### config.mk
export PLATFORM = sky130hd
export DESIGN_NAME = ram32_dp_fifo
export DESIGN_NICKNAME = d
export VERILOG_FILES = /design/src/rtl/ram32_dp_fifo_pkg.sv /design/src/rtl/dpram32_slice.sv /design/src/rtl/ram32_dp_fifo.sv
export SDC_FILE = /design/constraint.sdc
export NUM_CORES = 1
export LEC_CHECK = 0
export CORE_MARGIN = 4
export CORE_UTILIZATION = 35
export DETAILED_ROUTE_END_ITERATION = 6
export PLACE_DENSITY = 0.54
export SLEW_MARGIN = 20
export SYNTH_ARGS = -nofsm -noshare
export SYNTH_HDL_FRONTEND = slang
export SYNTH_SLANG_ARGS = --single-unit
### constraint.sdc
create_clock -name CLK -period 5.9 [get_ports CLK]
set_input_delay 0.59 -clock CLK [delete_from_list [all_inputs] [get_ports CLK]]
set_output_delay 0.59 -clock CLK [all_outputs]
set_load 0.02 [all_outputs]
### src/rtl/ram32_dp_fifo_pkg.sv
// Shared types and helpers for the 32-deep dual-port RAM FIFO.
// Provides the address/pointer widths, depth, pointer type and pointer increment.
package ram32_dp_fifo_pkg;

  localparam int unsigned FIFO_ADDR_W = 5;
  localparam int unsigned FIFO_DEPTH  = 32;
  localparam int unsigned PTR_W       = FIFO_ADDR_W + 1;

  // 5-bit RAM address plus one wrap bit
  typedef logic [PTR_W-1:0] ptr_t;

  // Advance a pointer; address 31 rolls to 0 and the wrap bit toggles naturally
  function automatic ptr_t ptr_inc(input ptr_t p);
    return ptr_t'(p + PTR_W'(1));
  endfunction

endpackage

### src/rtl/dpram32_slice.sv
// 32x1 dual-port distributed RAM slice.
// Ports:
//   CLK    - rising-edge write clock
//   i_we   - write enable
//   i_wa   - write address
//   i_d    - write data bit
//   i_ra   - independent read address
//   o_q_c  - asynchronous read data (combinational)
module dpram32_slice
  import ram32_dp_fifo_pkg::*;
(
  input  logic                   CLK,
  input  logic                   i_we,
  input  logic [FIFO_ADDR_W-1:0] i_wa,
  input  logic                   i_d,
  input  logic [FIFO_ADDR_W-1:0] i_ra,
  output logic                   o_q_c
);

  // Storage is intentionally not reset
  logic [FIFO_DEPTH-1:0] r_mem;

  // Synchronous write port
  always_ff @(posedge CLK) begin
    if (i_we) begin
      r_mem[i_wa] <= i_d;
    end
  end

  // Asynchronous read port
  assign o_q_c = r_mem[i_ra];

endmodule

### src/rtl/ram32_dp_fifo.sv
// 32-deep synchronous FIFO built from WIDTH dual-port distributed RAM slices.
// Ports:
//   CLK       - rising-edge clock
//   RST       - asynchronous active-high reset
//   I         - write data
//   WE        - write request, accepted when FULL=0
//   RE        - read request, accepted when EMPTY=0
//   O         - registered read data, holds when no read is accepted
//   O_VALID   - one-cycle pulse when O carries newly popped data
//   FULL      - 32 entries stored
//   EMPTY     - no entries stored
//   COUNT     - occupancy 0..32
//   OVERFLOW  - sticky, WE seen while FULL
//   UNDERFLOW - sticky, RE seen while EMPTY
module ram32_dp_fifo
  import ram32_dp_fifo_pkg::*;
#(
  parameter int unsigned WIDTH = 8,
  parameter              LOC   = "UNPLACED"
) (
  input  logic             CLK,
  input  logic             RST,
  input  logic [WIDTH-1:0] I,
  input  logic             WE,
  input  logic             RE,
  output logic [WIDTH-1:0] O,
  output logic             O_VALID,
  output logic             FULL,
  output logic             EMPTY,
  output logic [PTR_W-1:0] COUNT,
  output logic             OVERFLOW,
  output logic             UNDERFLOW
);

  // Placement attribute has no functional effect
  logic w_unused_loc;
  assign w_unused_loc = ^LOC;

  ptr_t             r_wr_ptr;
  ptr_t             r_rd_ptr;
  logic [WIDTH-1:0] r_o;
  logic             r_o_valid;
  logic             r_full;
  logic             r_empty;
  logic [PTR_W-1:0] r_count;
  logic             r_overflow;
  logic             r_underflow;

  logic             w_wr_acc;
  logic             w_rd_acc;
  ptr_t             w_wr_ptr_nxt;
  ptr_t             w_rd_ptr_nxt;
  logic             w_full_nxt;
  logic             w_empty_nxt;
  logic [PTR_W-1:0] w_count_nxt;
  logic [WIDTH-1:0] w_rd_data;

  // Accept decisions use the registered flags, so a full FIFO rejects a write
  // even when a read frees a slot on the same edge (and vice versa for empty).
  always_comb begin
    w_wr_acc     = WE & ~r_full;
    w_rd_acc     = RE & ~r_empty;
    w_wr_ptr_nxt = w_wr_acc ? ptr_inc(r_wr_ptr) : r_wr_ptr;
    w_rd_ptr_nxt = w_rd_acc ? ptr_inc(r_rd_ptr) : r_rd_ptr;
    w_empty_nxt  = (w_wr_ptr_nxt == w_rd_ptr_nxt);
    w_full_nxt   = (w_wr_ptr_nxt[FIFO_ADDR_W-1:0] == w_rd_ptr_nxt[FIFO_ADDR_W-1:0]) &&
                   (w_wr_ptr_nxt[FIFO_ADDR_W] != w_rd_ptr_nxt[FIFO_ADDR_W]);
    w_count_nxt  = PTR_W'(w_wr_ptr_nxt - w_rd_ptr_nxt);
  end

  // One RAM slice per data bit
  for (genvar g = 0; g < int'(WIDTH); g++) begin : g_bit
    dpram32_slice u_slice (
      .CLK   (CLK),
      .i_we  (w_wr_acc),
      .i_wa  (r_wr_ptr[FIFO_ADDR_W-1:0]),
      .i_d   (I[g]),
      .i_ra  (r_rd_ptr[FIFO_ADDR_W-1:0]),
      .o_q_c (w_rd_data[g])
    );
  end

  // Pointers, flags and output register
  always_ff @(posedge CLK or posedge RST) begin
    if (RST) begin
      r_wr_ptr    <= '0;
      r_rd_ptr    <= '0;
      r_o         <= '0;
      r_o_valid   <= 1'b0;
      r_full      <= 1'b0;
      r_empty     <= 1'b1;
      r_count     <= '0;
      r_overflow  <= 1'b0;
      r_underflow <= 1'b0;
    end else begin
      r_wr_ptr    <= w_wr_ptr_nxt;
      r_rd_ptr    <= w_rd_ptr_nxt;
      r_o_valid   <= w_rd_acc;
      r_full      <= w_full_nxt;
      r_empty     <= w_empty_nxt;
      r_count     <= w_count_nxt;
      r_overflow  <= r_overflow | (WE & r_full);
      r_underflow <= r_underflow | (RE & r_empty);
      if (w_rd_acc) begin
        r_o <= w_rd_data;
      end
    end
  end

  assign O         = r_o;
  assign O_VALID   = r_o_valid;
  assign FULL      = r_full;
  assign EMPTY     = r_empty;
  assign COUNT     = r_count;
  assign OVERFLOW  = r_overflow;
  assign UNDERFLOW = r_underflow;

endmodule
==> out/summary.txt, run 1 <==
Pins Over Slew Limit = 0
Routed WL = 25,400 um
Worst Setup SP = r_rd_ptr[0]
clock buffer depth = 3
outcome = finished clean
CTS buffer count = 31
GP Congestion = 0.775
CTS clk-pin slew, worst paths = 0.06 ns
synthesized flop and latch total = 287
average wire per standard cell = 21.9 um
core area = 32,500 um^2
Reg2Reg Setup Slack = 2.77 ns
Die X = 189 um
Synth Instances = 662
EDFF count, synth = 256
ANT cells = 0
final setup fails = 0
syn nets = 682
post-route ant nets = 0
initial antenna violation count = 0
Startpoint Class = flip-flop
Initial DRT Pass Iterations = 5
Area after DPL = 12,300 um^2
Hold Crit Class = primary input to asynchronous set/reset pin
# IOs = 31
effective utilization at floorplan = 35.5%
average size of a mapped cell = 17.4 um^2
Max FO, Critical Path = 80
WS Path Type = flip-flop to flip-flop
final worst path period need = 3.13 ns
setup TNS = 0 ns
DIE AREA = 35,800 um^2
clk sinks = 287
YS warnings = 0
Die H = 189 um
Area Overhead vs Synth = 14.4%
final period utilization = 53.1%
ys async rst share = 10.8%
H-tree levels = 1
max-cap viol count = 0
CP endpoint kind = flip-flop
vias in the first global route = 6,104
FILL cells = 2,890
layout cell share with drive strength beyond 1 = 15.6%
Worst EP required = 6.36 ns
CTS root buf = clkbuf_16
GRT Util Overall = 14.2%
Vias/cell = 5.10
Synth cell types = 44
nets = 718
Hold Fails Final Rpt = 0
CTS tree = yes
worst reg2reg path startpoint = r_rd_ptr[0]
post_cts resized = 0
DP Wirelength = 15,700 um
leading cell type in the layout, fill and taps excluded = edfxtp_1
slew margin rel. = 37.2%
clk_lat worst skew = 0.55 ns
hold-fix buffers at CTS = 0
DRC viols = 0
Cell Rows = 66
area of the multi-input gates = 2800 um^2
Slew @ Worst Pin = 0.941 ns
vias = 5,906
Top FF cell, synth = edfxtp_1
maximum VDD drop = 0.287 mV
Max Fclk = 0.319 GHz
met2 wire length = 12,300 um
Syn Std Cell Area = 11,500 um^2
post-route design area = 13,200 um^2
first-pass GRT wire length = 38,800 um
met1 WL = 11,100 um
highest-count cells in the layout ignoring fill and taps = edfxtp_1 (256), nor2_1 (53), mux4_2 (32), clkbuf_16 (31)
Max Used Layer = met4
initial DRC count = 499
IO Port Bufs = 30
Remaining Overflow, GRT = 0
pwr/cell area = 484 nW/um^2
sequential area share after synthesis = 73.6%
Post-CTS Setup Inserts = 0
Leak Pwr = 4.29 nW
met3 wire length = 1310 um
Worst EP arrival = 3.60 ns
Worst Clk Skew = 0.00854 ns
unrepaired setup endpoints after global routing = no
pin count of the biggest net entering global routing = 81
register area = 8470 um^2
## flip-flops by register name, summed over array words and instances, names as in the netlist, 6 cells and up
name	count
r_rd_ptr	6
g_bit.u_slice.r_mem	256
O	8
r_wr_ptr	6
COUNT	6
## cells in the mapped netlist, types with 2 or more instances
cell	count	area [um^2]
mux4_2	32	721
nand3b_1	5	37.5
nor3_1	9	45.0
mux2_2	18	203
xor2_1	7	61.3
nand3_1	2	10.0
edfxtp_1	256	7690
nand2_1	19	71.3
o32ai_1	8	70.1
buf_4	4	30.0
inv_2	2	7.51
nor2b_1	17	106
inv_1	13	48.8
buf_2	12	60.1
mux2i_1	17	170
a21o_1	2	15.0
o31ai_1	8	60.1
o21ai_0	17	85.1
o21ai_1	10	50.1
or2_1	2	12.5
xnor2_1	8	70.1
dfrtp_1	30	751
maj3_1	2	20.0
nor2_1	53	199
nand2b_1	3	18.8
mux2_1	30	338
clkbuf_1	20	75.1
o22ai_1	16	100
a211oi_1	16	120
ha_1	7	87.6
buf_1	2	7.51
maj3_2	2	22.5
nand4_1	2	12.5
## where the power goes
part	internal, mW	switching (mW)
sequential	2.44	0.256
combinational	0.826	1.12
clock	0.991	0.738
## path summary, 6_finish.rpt
path | to | cells after the start
setup / recovery | O[2] | 6
hold / removal | r_wr_ptr[5] | 3
hold reg to reg | OVERFLOW | 1
min in group CLK | OVERFLOW | 1
max in group asynchronous | r_rd_ptr[0] | 3
setup reg to reg | O[2] | 6
## critical path: stages, from the launching register on
cell     delay, ns
dfrtp_4       0.90
buf_4         0.86
mux2_2        0.31
o22ai_1       0.08
nor3_1        0.52
o32ai_1       0.15
o21ai_1       0.16
## per-layer routing
metal,GRT usage (%),vias to the layer above
met5,0,-
li1,-,2634
met1,19.8,3046
met2,23.6,183
met4,3.67,0
met3,2.12,43
## stage by stage
stage / worst slack (ns) / power (mW) / hold slack (ns) / instances / utilization (%)
after floorplan: 3.07 / 4.04 / 0.478 / 662 / -
after global placement: 2.56 / 4.69 / 0.442 / 1107 / 37.8
after detailed placement: 2.46 / 4.71 / 0.448 / 1107 / 37.8
after CTS: 2.71 / 6.44 / 0.422 / 1159 / 40.6
after global routing: 2.46 / 6.72 / 0.463 / 1159 / 40.6
final: 2.77 / 6.37 / 0.427 / 1159 / 40.6
## logic make-up after synthesis
kind of cell | after synthesis | share of synthesized area (%)
AOI/OAI and AO/OA | 79 | 4.46
adders and majority gates | 12 | 1.30
xor gates and xnor gates | 17 | 1.42
buffers and inverters | 54 | 2.09
muxes | 97 | 12.4
and+or+nand+nor | 116 | 4.72
DFF | 287 | 73.6
## cell type report
class                           count  share of cell area (%)
Inverter                           15                   0.428
Timing Repair Buffer               42                    2.96
Tap cell                          442                    4.20
Sequential cell                   287                    64.3
Clock buffer                       35                    6.01
Multi-Input combinational cell    321                    21.3
Clock inverter                     17                   0.808
(Power assumes the default switching activity.)
==> inputs of run 2 (changes only) <==
clock period = 3.2 ns   (was 5.9 ns; I/O delays follow)
==> run 2 against run 1 <==
Effect of this change:
- clock skew increased by 0.0068 ns
- count of clock-buffer cells in the layout increased by 6
- cell count increased by 2.8%
- wire length decreased by 0.30%
- critical endpoint is now COUNT[5]
- die area unchanged
- combinational power increased by 96%
- sequential power increased by 77%
- worst setup slack got worse by 2.2 ns
- utilization increased by 0.86 points
==> out/summary.txt, run 2 (same netlist as run 1, synthesis figures left out) <==
CTS root buf = clkbuf_16 (unchanged)
Layout Cells excl Fill = 1,192 (was 1,159)
Worst Setup SP = r_wr_ptr[0] (was r_rd_ptr[0])
slew margin rel. = 44.8% (was 37.2%)
clk sinks = 287 (unchanged)
Max Fclk = 0.387 GHz (was 0.319 GHz)
total chip power = 12.0 mW (was 6.37 mW)
initial DRC count = 546 (was 499)
CP cell instances = inv_1 -> ha_1 -> nand2_1 -> o21ai_0 -> ha_1 -> a21oi_1 -> maj3_2 -> maj3_2 -> o21a_1 -> xor2_1 (was buf_4 -> mux2_2 -> o22ai_1 -> nor3_1 -> o32ai_1 -> o21ai_1)
H-tree levels = 1 (unchanged)
Hold Fails Final Rpt = 0 (unchanged)
setup TNS = 0 ns (unchanged)
unrepaired setup endpoints after global routing = no (unchanged)
vias in the first global route = 6,257 (was 6,104)
Slew @ Worst Pin = 0.824 ns (was 0.941 ns)
final setup fails = 0 (unchanged)
post_cts resized = 0 (unchanged)
Routed WL = 25,300 um (was 25,400 um)
Area Overhead vs Synth = 16.9% (was 14.4%)
worst reg2reg path startpoint = r_wr_ptr[0] (was r_rd_ptr[0])
Slowest cell on crit path = dfrtp_1 (was dfrtp_4)
Reg2Reg Setup Slack = 0.61 ns (was 2.77 ns)
pin count of the biggest net entering global routing = 49 (was 81)
pwr/cell area = 890 nW/um^2 (was 484 nW/um^2)
GP Congestion = 0.788 (was 0.775)
FILL cells = 2,863 (was 2,890)
Remaining Overflow, GRT = 0 (unchanged)
CP endpoint kind = flip-flop (unchanged)
Worst EP arrival = 2.99 ns (was 3.60 ns)
GRT Util Overall = 14.1% (was 14.2%)
max reg flops = 256 (unchanged)
Vias/cell = 4.97 (was 5.10)
Initial DRT Pass Iterations = 4 (was 5)
placed instance count = 1,137 (was 1,107)
post-route ant nets = 0 (unchanged)
maximum VDD drop = 0.428 mV (was 0.287 mV)
initial antenna violation count = 0 (unchanged)
max-cap viol count = 0 (unchanged)
final worst path period need = 2.59 ns (was 3.13 ns)
highest-count cells in the layout ignoring fill and taps = edfxtp_1 (256), nor2_1 (53), buf_4 (42), mux4_2 (32), clkbuf_16 (31) (was edfxtp_1 (256), nor2_1 (53), mux4_2 (32), clkbuf_16 (31))
CTS tree = yes (unchanged)
vias = 5,924 (was 5,906)
Cell Rows = 66 (unchanged)
Max FO, Critical Path = 5 (was 80)
effective utilization at floorplan = 35.5% (unchanged)
Die X = 189 um (unchanged)
DP Wirelength = 15,900 um (was 15,700 um)
Pins Over Slew Limit = 0 (unchanged)
Worst Clk Skew = 0.0154 ns (was 0.00854 ns)
WS Path Type = flip-flop to flip-flop (unchanged)
Leak Pwr = 4.47 nW (was 4.29 nW)
average wire per standard cell = 21.3 um (was 21.9 um)
outcome = finished clean (unchanged)
# IOs = 31 (unchanged)
CTS clk-pin slew, worst paths = 0.07 ns (was 0.06 ns)
R2R depth = 10 (was 6)
most flop-heavy register = g_bit.u_slice.r_mem (unchanged)
DIE AREA = 35,800 um^2 (unchanged)
nets = 747 (was 718)
final period utilization = 80.8% (was 53.1%)
DRC viols = 0 (unchanged)
IO Port Bufs = 30 (unchanged)
Hold Crit Class = primary input to asynchronous set/reset pin (unchanged)
clock buffer depth = 3 (unchanged)
Startpoint Class = flip-flop (unchanged)
layout cell share with drive strength beyond 1 = 18.5% (was 15.6%)
ANT cells = 0 (unchanged)
leading cell type in the layout, fill and taps excluded = edfxtp_1 (unchanged)
Die H = 189 um (unchanged)
peak per-stage delay on the critical path = 0.41 ns (was 0.90 ns)
core area = 32,500 um^2 (unchanged)
hold-fix buffers at CTS = 0 (unchanged)
Post-CTS Setup Inserts = 0 (unchanged)
Worst R2R End = COUNT[5] (was O[2])
first-pass GRT wire length = 38,700 um (was 38,800 um)
CTS buffer count = 30 (was 31)
clk_lat worst skew = 0.54 ns (was 0.55 ns)
Worst EP required = 3.60 ns (was 6.36 ns)
run 2: cell types whose count changed in the layout (fill, tap and decap cells not counted), sizes merged:
cell    previous run  this run
buf               12        42
bufinv             1         3
clkbuf            35        41
clkinv            14        10
inv               16        15
run 2: area by class of cell:
cell class	count	area [um^2]	share of cell area (%)
sequential	287	8470	63.0
multi-input combinational	321	2800	20.8
clock buffer	41	813	6.05
timing repair buffer	72	616	4.58
tap	442	553	4.11
clock inverter	14	139	1.03
inverter	15	56.3	0.419
run 2: power by group:
part	total, mW	internal, mW	leakage (nW)	switching (mW)
Clock	3.35	2.01	0.459	1.34
Sequential	4.79	4.49	2.68	0.300
Combinational	3.83	1.59	1.33	2.24
run 2: worst max-delay path by stage:
stage / endpoint / slack [ns] / cells past startpoint
final: COUNT[5] / 0.61 / 10
after global routing: COUNT[5] / 0.45 / 10
after CTS: COUNT[5] / 0.60 / 10
after detailed placement: COUNT[5] / 0.28 / 10
after floorplan: COUNT[4] / 0.37 / 11
after global placement: COUNT[5] / 0.35 / 10
run 2: worst max-delay path, delay by kind of cell, from the launching register on:
family                     cells  cell delay, ns
AOI/OAI and AO/OA              3            0.44
xor gates and xnor gates       1            0.14
DFF                            1            0.41
buffers and inverters          1            0.11
and+or+nand+nor                1            0.05
adders and majority gates      4            1.30
run 2: layer usage:
| layer | wire (um) | track usage [%] |
|---|---|---|
| met5 | 0 | 0 |
| met1 | 11000 | 19.2 |
| met2 | 12900 | 24.1 |
| met3 | 942 | 2.05 |
| met4 | 495 | 3.51 |
run 2: through the flow:
stage,hold WS [ns],worst slack [ns],util (%),instance area [um^2]
finish,0.136,0.614,41.4,13400
detailed placement,0.448,0.278,38.5,12500
global route,0.171,0.454,41.4,13400
CTS,0.129,0.600,41.4,13400
global placement,0.443,0.351,38.5,12500
floorplan,0.419,0.366,-,11500
==> inputs of run 3 (changes only) <==
PLACE_DENSITY = 0.56   (was 0.54)
clock period = 2.3 ns   (was 3.2 ns; I/O delays follow)
==> run 3 against run 2 <==
Effect of this change:
- fmax rose by 14%
- worst setup slack got worse by 0.57 ns
- clock power rose by 40%
- die area did not move
- flip-flop and latch count did not move
- power rose by 48%
- critical endpoint unchanged
==> out/summary.txt, run 3 (same netlist as run 1, synthesis figures left out) <==
outcome = finished clean (unchanged)
final period utilization = 98.2% (was 80.8%)
met2 wire length = 12,500 um (was 12,900 um)
pin count of the biggest net entering global routing = 40 (was 49)
max reg flops = 256 (unchanged)
CTS tree = yes (unchanged)
Leak Pwr = 4.75 nW (was 4.47 nW)
Layout Cells excl Fill = 1,243 (was 1,192)
WS Path Type = flip-flop to flip-flop (unchanged)
DP Wirelength = 16,800 um (was 15,900 um)
average wire per standard cell = 20.6 um (was 21.3 um)
hold path cells = 3
ANT cells = 0 (unchanged)
Hold Crit Class = primary input to flip-flop (was primary input to asynchronous set/reset pin)
vias in the first global route = 6,300 (was 6,257)
Hold Fails Final Rpt = 0 (unchanged)
initial antenna violation count = 0 (unchanged)
Slew @ Worst Pin = 0.566 ns (was 0.824 ns)
# IOs = 31 (unchanged)
FILL cells = 2,828 (was 2,863)
slew margin rel. = 62.2% (was 44.8%)
first-pass GRT wire length = 39,300 um (was 38,700 um)
Area Overhead vs Synth = 21.4% (was 16.9%)
CTS clk-pin slew, worst paths = 0.06 ns (was 0.07 ns)
Initial DRT Pass Iterations = 5 (was 4)
Worst Setup SP = r_wr_ptr[0] (unchanged)
WHS Endpoint = r_rd_ptr[0]
core area = 32,500 um^2 (unchanged)
Startpoint Class = flip-flop (unchanged)
GRT Util Overall = 14.3% (was 14.1%)
DIE AREA = 35,800 um^2 (unchanged)
Vias/cell = 4.91 (was 4.97)
Routed WL = 25,600 um (was 25,300 um)
Worst EP required = 2.72 ns (was 3.60 ns)
Final Core Density = 43.0% (was 41.4%)
R2R depth = 10 (unchanged)
Worst EP arrival = 2.68 ns (was 2.99 ns)
Max Fclk = 0.443 GHz (was 0.387 GHz)
worst reg2reg path startpoint = r_wr_ptr[0] (unchanged)
Max Used Layer = met4 (unchanged)
highest-count cells in the layout ignoring fill and taps = edfxtp_1 (256), buf_4 (84), nor2_1 (53), mux4_2 (32), clkbuf_16 (31) (was edfxtp_1 (256), nor2_1 (53), buf_4 (42), mux4_2 (32), clkbuf_16 (31))
max-cap viol count = 0 (unchanged)
vias = 6,108 (was 5,924)
cell family contributing the most delay on the critical path = adder cells (unchanged)
critical path depth = 10 (unchanged)
Slowest cell on crit path = dfrtp_1 (unchanged)
post-route ant nets = 0 (unchanged)
Worst Path Buf+Inv = 1 (unchanged)
Max FO, Critical Path = 2 (was 5)
placed instance count = 1,186 (was 1,137)
Pins Over Slew Limit = 0 (unchanged)
Worst R2R End = COUNT[5] (unchanged)
nets = 798 (was 747)
CP endpoint kind = flip-flop (unchanged)
CTS root buf = clkbuf_16 (unchanged)
initial DRC count = 500 (was 546)
IO Port Bufs = 30 (unchanged)
CP cell instances = inv_1 -> ha_1 -> nand2_1 -> o21ai_2 -> ha_4 -> a21oi_2 -> maj3_2 -> maj3_2 -> o21a_1 -> xor2_1 (was inv_1 -> ha_1 -> nand2_1 -> o21ai_0 -> ha_1 -> a21oi_1 -> maj3_2 -> maj3_2 -> o21a_1 -> xor2_1)
met1 WL = 11,500 um (was 11,000 um)
GP Congestion = 0.781 (was 0.788)
Worst Clk Skew = 0.0159 ns (was 0.0154 ns)
peak per-stage delay on the critical path = 0.35 ns (was 0.41 ns)
hold path startpoint = RE
met3 wire length = 1160 um (was 942 um)
most flop-heavy register = g_bit.u_slice.r_mem (unchanged)
clk sinks = 287 (unchanged)
CTS buffer count = 30 (unchanged)
Remaining Overflow, GRT = 0 (unchanged)
Reg2Reg Setup Slack = 0.04 ns (was 0.61 ns)
layout cell share with drive strength beyond 1 = 26.2% (was 18.5%)
pwr/cell area = 1270 nW/um^2 (was 890 nW/um^2)
Cell Rows = 66 (unchanged)
final setup fails = 0 (unchanged)
clk_lat worst skew = 0.54 ns (about the same)
Die H = 189 um (unchanged)
most numerous cell on the critical path = maj3_2
H-tree levels = 1 (unchanged)
final worst path period need = 2.26 ns (was 2.59 ns)
Die X = 189 um (unchanged)
effective utilization at floorplan = 35.5% (unchanged)
unrepaired setup endpoints after global routing = yes (was no)
leading cell type in the layout, fill and taps excluded = edfxtp_1 (unchanged)
DRC viols = 0 (unchanged)
clock buffer depth = 3 (unchanged)
maximum VDD drop = 0.619 mV (was 0.428 mV)
-- run 3: what timing repair did --
item                                    CTS  global route
gates resized for setup                   4            17
buffers inserted                          0             1
endpoints found under the hold margin     6             0
hold buffers                              1             0
pin swaps                                 1             7
endpoints found under the setup margin    5             9
-- run 3: worst max path at each step --
stage,end
finish,COUNT[5]
global route,COUNT[5]
CTS,COUNT[5]
detailed placement,COUNT[5]
global placement,COUNT[5]
floorplan,COUNT[5]
-- run 3: cell type report --
| cell class | count | area (um^2) | area share (%) |
|---|---|---|---|
| repair buffers | 123 | 1030 | 7.41 |
| clock inverters | 18 | 164 | 1.17 |
| inverters | 15 | 56.3 | 0.403 |
| flip-flops and latches | 287 | 8470 | 60.6 |
| multi-input cells | 321 | 2900 | 20.7 |
| clock buffers | 37 | 798 | 5.71 |
| well taps | 442 | 553 | 3.96 |
-- run 3: worst register-to-register path: stages (launching register included) --
cell and delay [ns]:
dfrtp_1 0.35, inv_1 0.06, ha_1 0.31, nand2_1 0.09, o21ai_2 0.08, ha_4 0.28
a21oi_2 0.05, maj3_2 0.30, maj3_2 0.30, o21a_1 0.17, xor2_1 0.13
-- run 3: per-layer routing --
layer | GRT usage (%) | vias to the layer above
li1 | - | 2801
met1 | 20.1 | 3125
met2 | 23.5 | 139
met3 | 2.27 | 43
met4 | 3.26 | 0
met5 | 0 | -
-- run 3: power breakdown --
part	leakage (nW)	switching, mW	internal (mW)
combinational	1.60	3.41	2.97
sequential	2.68	0.395	6.25
clock	0.465	1.89	2.78
-- run 3: stage by stage --
step                setup slack, ns  hold slack, ns  area, um^2  total power [mW]  setup TNS, ns
floorplan                    -0.131           0.329       11600              10.5         -0.229
global placement             -0.314           0.439       12900              12.9         -0.650
detailed placement           -0.331           0.463       12900              12.9         -0.885
CTS                        -0.00735           0.394       13900              17.7       -0.00735
global route                -0.0203           0.409       14000              18.6        -0.0638
finish                       0.0407           0.404       14000              17.7              0
